==> config.mk <==
export PLATFORM = sky130hd
export DESIGN_NAME = bus_step_sequencer
export DESIGN_NICKNAME = d
export VERILOG_FILES = /design/src/rtl/cpu_ctrl_pkg.sv /design/src/rtl/wait_counter.sv /design/src/rtl/bus_step_sequencer.sv
export SDC_FILE = /design/constraint.sdc
export NUM_CORES = 1
export LEC_CHECK = 0
export ABC_AREA = 0
export CORE_MARGIN = 2
export CORE_UTILIZATION = 44
export CTS_CLUSTER_DIAMETER = 30
export DETAILED_ROUTE_END_ITERATION = 10
export PLACE_DENSITY = 0.78
export SYNTH_ARGS = -nofsm -noshare
export SYNTH_HDL_FRONTEND = slang
export SYNTH_SLANG_ARGS = --single-unit
==> constraint.sdc <==
create_clock -name clock -period 2.5 [get_ports clock]
set_input_delay 0.75 -clock clock [delete_from_list [all_inputs] [get_ports clock]]
set_output_delay 0.75 -clock clock [all_outputs]
set_load 0.005 [all_outputs]
==> src/rtl/cpu_ctrl_pkg.sv <==
// Shared types for the single-bus CPU control sequencer: opcodes, FSM states
// and the bundle of datapath control lines.
package cpu_ctrl_pkg;

  localparam int unsigned OPCODE_W = 3;
  localparam int unsigned STATE_W  = 4;
  localparam int unsigned WAIT_W   = 4;

  typedef enum logic [OPCODE_W-1:0] {
    OP_LOAD  = 3'd0,
    OP_STORE = 3'd1,
    OP_ADD   = 3'd2,
    OP_SUB   = 3'd3,
    OP_XOR   = 3'd4,
    OP_JMP   = 3'd5,
    OP_BNE   = 3'd6,
    OP_HALT  = 3'd7
  } opcode_t;

  // Encoding is exposed on state_dbg, so values are fixed.
  typedef enum logic [STATE_W-1:0] {
    S_IDLE = 4'd0,
    S_F0   = 4'd1,
    S_F1   = 4'd2,
    S_F2   = 4'd3,
    S_D    = 4'd4,
    S_M    = 4'd5,
    S_W    = 4'd6,
    S_X    = 4'd7,
    S_HALT = 4'd8
  } state_t;

  typedef struct packed {
    logic ACC_bus;
    logic load_ACC;
    logic PC_bus;
    logic load_PC;
    logic load_IR;
    logic load_MAR;
    logic MDR_bus;
    logic load_MDR;
    logic ALU_ACC;
    logic ALU_add;
    logic ALU_sub;
    logic ALU_xor;
    logic INC_PC;
    logic Addr_bus;
    logic CS;
    logic R_NW;
  } ctrl_t;

  // Quiescent control word: everything off, memory strobe parked at read.
  function automatic ctrl_t ctrl_idle();
    ctrl_t c;
    c      = '0;
    c.R_NW = 1'b1;
    return c;
  endfunction

endpackage

==> src/rtl/wait_counter.sv <==
// Memory wait-state down-counter: loads on state entry, counts down while
// chip select is held, flags zero when the access may complete.
module wait_counter
  import cpu_ctrl_pkg::*;
(
  input  logic              clock,
  input  logic              n_reset,
  input  logic              load,
  input  logic              dec,
  input  logic [WAIT_W-1:0] load_value,
  output logic              zero
);

  logic [WAIT_W-1:0] count;

  always_ff @(posedge clock or negedge n_reset) begin
    if (!n_reset) begin
      count <= '0;
    end else if (load) begin
      count <= load_value;
    end else if (dec && (count != '0)) begin
      count <= count - WAIT_W'(1);
    end
  end

  assign zero = (count == '0);

endmodule

==> src/rtl/bus_step_sequencer.sv <==
// Multi-cycle control FSM for the 8-bit single-bus CPU: drives every bus
// enable and register load, with memory wait states, run/step and HALT.
module bus_step_sequencer
  import cpu_ctrl_pkg::*;
#(
  parameter int unsigned WORD_W      = 8,
  parameter int unsigned OP_W        = 3,
  parameter int unsigned WAIT_STATES = 1
) (
  input  logic            clock,
  input  logic            n_reset,
  input  logic [OP_W-1:0] op,
  input  logic            z_flag,
  input  logic            run,
  input  logic            step,
  output logic            ACC_bus,
  output logic            load_ACC,
  output logic            PC_bus,
  output logic            load_PC,
  output logic            load_IR,
  output logic            load_MAR,
  output logic            MDR_bus,
  output logic            load_MDR,
  output logic            ALU_ACC,
  output logic            ALU_add,
  output logic            ALU_sub,
  output logic            ALU_xor,
  output logic            INC_PC,
  output logic            Addr_bus,
  output logic            CS,
  output logic            R_NW,
  output logic            halted,
  output logic [3:0]      state_dbg
);

  localparam logic [WAIT_W-1:0] WAIT_INIT = WAIT_W'(WAIT_STATES);

  // Datapath width only matters to the surrounding CPU; it must hold an opcode.
  if (WORD_W < OPCODE_W) begin : g_word_too_narrow
  end

  state_t  state, next_state;
  ctrl_t   ctrl;
  opcode_t opc;
  logic    halt_now;
  logic    wait_load, wait_dec, wait_zero;

  assign opc = opcode_t'(op[OPCODE_W-1:0]);

  wait_counter u_wait (
    .clock      (clock),
    .n_reset    (n_reset),
    .load       (wait_load),
    .dec        (wait_dec),
    .load_value (WAIT_INIT),
    .zero       (wait_zero)
  );

  always_ff @(posedge clock or negedge n_reset) begin
    if (!n_reset) state <= S_IDLE;
    else          state <= next_state;
  end

  always_comb begin
    next_state = state;
    ctrl       = ctrl_idle();
    halt_now   = 1'b0;
    wait_dec   = 1'b0;
    unique case (state)
      S_IDLE: if (run || step) next_state = S_F0;
      S_F0: begin
        ctrl.PC_bus   = 1'b1;
        ctrl.load_MAR = 1'b1;
        ctrl.INC_PC   = 1'b1;
        next_state    = S_F1;
      end
      S_F1: begin
        ctrl.CS = 1'b1;
        if (wait_zero) begin
          ctrl.load_MDR = 1'b1;
          next_state    = S_F2;
        end else begin
          wait_dec = 1'b1;
        end
      end
      S_F2: begin
        ctrl.MDR_bus = 1'b1;
        ctrl.load_IR = 1'b1;
        next_state   = S_D;
      end
      S_D: begin
        case (opc)
          OP_JMP: begin
            ctrl.Addr_bus = 1'b1;
            ctrl.load_PC  = 1'b1;
            next_state    = S_IDLE;
          end
          OP_BNE: begin
            ctrl.Addr_bus = !z_flag;
            ctrl.load_PC  = !z_flag;
            next_state    = S_IDLE;
          end
          OP_HALT: next_state = S_HALT;
          default: begin
            ctrl.Addr_bus = 1'b1;
            ctrl.load_MAR = 1'b1;
            next_state    = S_M;
          end
        endcase
      end
      S_M: begin
        if (opc == OP_STORE) begin
          ctrl.ACC_bus  = 1'b1;
          ctrl.load_MDR = 1'b1;
          next_state    = S_W;
        end else begin
          ctrl.CS = 1'b1;
          if (wait_zero) begin
            ctrl.load_MDR = 1'b1;
            next_state    = S_X;
          end else begin
            wait_dec = 1'b1;
          end
        end
      end
      S_W: begin
        ctrl.CS   = 1'b1;
        ctrl.R_NW = 1'b0;
        if (wait_zero) next_state = S_IDLE;
        else           wait_dec   = 1'b1;
      end
      S_X: begin
        ctrl.MDR_bus  = 1'b1;
        ctrl.load_ACC = 1'b1;
        ctrl.ALU_ACC  = (opc != OP_LOAD);
        ctrl.ALU_add  = (opc == OP_ADD);
        ctrl.ALU_sub  = (opc == OP_SUB);
        ctrl.ALU_xor  = (opc == OP_XOR);
        next_state    = S_IDLE;
      end
      S_HALT: halt_now = 1'b1;
      default: next_state = S_IDLE;
    endcase
    // Reloading on every state change arms the counter for whichever memory state is entered.
    wait_load = (next_state != state);
  end

  assign ACC_bus   = ctrl.ACC_bus;
  assign load_ACC  = ctrl.load_ACC;
  assign PC_bus    = ctrl.PC_bus;
  assign load_PC   = ctrl.load_PC;
  assign load_IR   = ctrl.load_IR;
  assign load_MAR  = ctrl.load_MAR;
  assign MDR_bus   = ctrl.MDR_bus;
  assign load_MDR  = ctrl.load_MDR;
  assign ALU_ACC   = ctrl.ALU_ACC;
  assign ALU_add   = ctrl.ALU_add;
  assign ALU_sub   = ctrl.ALU_sub;
  assign ALU_xor   = ctrl.ALU_xor;
  assign INC_PC    = ctrl.INC_PC;
  assign Addr_bus  = ctrl.Addr_bus;
  assign CS        = ctrl.CS;
  assign R_NW      = ctrl.R_NW;
  assign halted    = halt_now;
  assign state_dbg = state;

endmodule

==> results.ini <==
[floorplanning]
design.core.area_mm2=0.00175
start_util_pct=47.3
die_h_um=47.3
die-width_um=47.3
io_pins=29
die-area_mm2=0.00224
rows=15

[synth]
yosysWarnings=0
async_reset_ff_share_pct=100
synth_compound_area_share_pct=27.0
yosys_most_used_dff=dfrtp_1
synthSimpleGateAreaFrac_pct=36.8
synth_xor_xnor_area_share_pct=0
syn-num-nets=108
synth_area_um2=826
synth_edf_count=0
syn_inst=99
yosysSeqAreaShare_pct=24.2
ys_seq_elements=8
ys_types=45
synth.avg_cell_area_um2=8.34
yosysTopAreaCell=dfrtp_1
yosysTopAreaCellShare_pct=24.2
synth.most_common_cell=nor2_1
muxShareOfSynthArea_pct=1.21
synthAdderAreaFrac_pct=1.52
synth.area.top_cells=dfrtp_1 24%, a2111oi_2 5.5%, nor2_1 5.0%
ys_top_cells_by_count=11 x nor2_1, 8 x dfrtp_1, 6 x nand2_1, 6 x nand3_1, 5 x inv_1
synth_top_family_by_area=simple AND/OR/NAND/NOR gates

[pwr]
p_comb_share_pct=74.1
intPower_mw=0.653
switching_share_pct=41.7
powerDensity_mw_per_mm2=821
ir_drop_mv=0.609
p_sw_mw=0.467
p_leak_nw=0.676
clkPwrFrac_pct=8.2
p_seq_share_pct=17.8
fin_total_pwr_mw=1.12

[clock_network]
clock-root-buffer=clkbuf_4
cts_tree=built
cts_num_sinks=8
cts_buffer_depth=2
clkTransAtPathRegs_ns=0.05
clk_latency_ns=0.25
numCtsBuffers=3
holdBufCountCts=0
htree_levels=1

[sta]
clock_skew_ns=0.00439
hold_violations=0
fmax_ghz=0.404
hold_slack_ns=0.672
finalCriticalPeriod_ns=2.47
rsz0062_at_grt=false
slew_headroom_pct=76.2
worstMarginPinSlew_ns=0.353
setup_violations=0
finalMaxSlewViolations=0
fin_crit_sh_pct=99.0

[setup_path]
path_cells=buf_2, buf_6, o31a_1, clkdlybuf4s50_1
cp_num_buf_inv=3
cp_top_family=buffers and inverters
cpMaxStageDelayCell=clkdlybuf4s50_1
critPathMaxFanout=9
worstPathArrival_ns=1.72
cp-end-kind=output port
start_kind=input pin
worst-setup-path-type=input pin to output port
critPathMaxStageDelay_ns=0.44
cp.required_ns=1.75

[grt]
grt.overflow.total=0
grt.total_usage_pct=27.1
grt_pass1_vias=940
grt_max_degree=16
antenna_found_initial=0
grt_first_pass_wirelength_um=4280

[flow_run]
maxCapViolCount=0

[cells_and_area]
antenna_cells=0
synthToLayoutAreaGrowth_pct=65.3
drive_above_1_share_pct=44.4
multi_input_area_um2=582
nets=164
regArea_um2=203
fillers=118

[placed_design]
globalplace.congestion=0.872
port_buffers=28
hpwlAfterDp_um=1930

[hold_path]
holdCritPathClass=register to register

[run_status]
outcome=finished, final reports clean

[detailed_routing]
drc=0
wl_per_cell_um=15.0
firstDrtPassIters=4
viasPerCell=5.69
num_vias=1012
routed_wl_um=2680
drt_first_iter_violations=26
ant_nets=0

-- per-stage QoR --
step | utilization (%) | area, um^2 | worst slack (ns) | std cells | setup TNS, ns
6_report | 78.2 | 1370 | 0.0258 | 178 | 0
5_1_grt | 78.2 | 1370 | 0.00515 | 178 | 0
4_1_cts | 75.9 | 1330 | 0.00215 | 175 | 0
3_5_place_dp | 71.8 | 1250 | -0.618 | 166 | -5.54
3_3_place_gp | 71.8 | 1250 | -0.602 | 166 | -5.31
2_1_floorplan | - | 826 | 0.0983 | 99 | 0
-- layer usage --
metal	up-vias	global-route usage (%)	share of wire, %
li1	478	-	-
met1	489	39.0	47
met2	39	41.4	47
met3	6	2.69	4.8
met4	0	11.1	1.6
met5	-	0	0
-- worst register-to-register path, delay by kind of cell (launching register included) --
family                     cells  cell delay [ns]
and+or+nand+nor                2             0.46
buffers and inverters          3             0.34
DFF                            1             0.38
AOI/OAI and AO/OA              2             0.61
adders and majority gates      1             0.18
-- area by class of cell --
| class | instances | area share, % |
|---|---|---|
| clock buffers | 3 | 1.65 |
| well taps | 25 | 2.29 |
| inverters | 5 | 1.37 |
| flip-flops and latches | 8 | 14.8 |
| multi-input cells | 77 | 42.6 |
| repair buffers | 60 | 37.2 |
-- placed cells by master (no fill, tap or decap), types with 2 or more instances in the layout --
cell type / netlist / routed
a31oi_1: 2 / 2
dfrtp_1: 8 / 6
a21oi_1: 2 / 2
inv_1: 5 / 3
nand3_1: 6 / 6
or3_1: 3 / 3
nand2_1: 6 / 6
buf_2: 1 / 7
dfrtp_2: 0 / 2
nand2b_1: 3 / 3
dlygate4sd2_1: 0 / 3
nor3_1: 3 / 2
nand4b_1: 2 / 2
o21ai_1: 2 / 2
nor3b_2: 1 / 2
buf_4: 2 / 27
dlymetal6s2s_1: 0 / 3
a2111oi_2: 3 / 3
nor2_1: 11 / 11
or3b_2: 2 / 2
o21ai_0: 3 / 2
inv_2: 0 / 2
clkdlybuf4s50_1: 0 / 14
buf_6: 2 / 5
and4bb_2: 2 / 2
clkbuf_4: 0 / 3
-- kinds of logic after synthesis --
kind of cell    Yosys count
flops                     8
simple gates             50
fa+ha+maj                 1
compound gates           25
buf+inv                  14
mux                       1
-- power groups by stage --
| stage | combinational (mW) | sequential, mW | clock, mW |
|---|---|---|---|
| final | 0.829 | 0.199 | 0.0916 |
| after global placement | 0.748 | 0.193 | 0 |
| after global routing | 0.896 | 0.202 | 0.108 |
| after floorplan | 0.410 | 0.192 | 0 |
| after detailed placement | 0.770 | 0.196 | 0 |
| after CTS | 0.802 | 0.195 | 0.0959 |
-- sequential cells by signal, indices dropped and copies added (netlist names) --
name / count
u_wait.count: 4
state_dbg: 4
-- timing repair --
| item | in CTS | in global routing |
|---|---|---|
| resized for setup | 46 | 8 |
| setup buffers | 6 | 3 |
| setup endpoints to repair | 13 | 9 |
| pin swaps | 6 | 3 |
-- worst paths after layout --
| kind | startpoint | to | slack [ns] | cells past startpoint |
|---|---|---|---|---|
| setup / recovery | op[2] | ALU_ACC | 0.03 | 4 |
| hold / removal | u_wait.count[0] | u_wait.count[0] | 0.67 | 3 |
| setup reg to reg | u_wait.count[0] | u_wait.count[3] | 0.41 | 8 |
| hold reg to reg | u_wait.count[0] | u_wait.count[0] | 0.67 | 3 |
| max in group asynchronous | n_reset | state_dbg[0] | 1.46 | 1 |
| min in group asynchronous | n_reset | state_dbg[2] | 0.77 | 1 |
No activity file was read; power rests on OpenSTA's default activity.
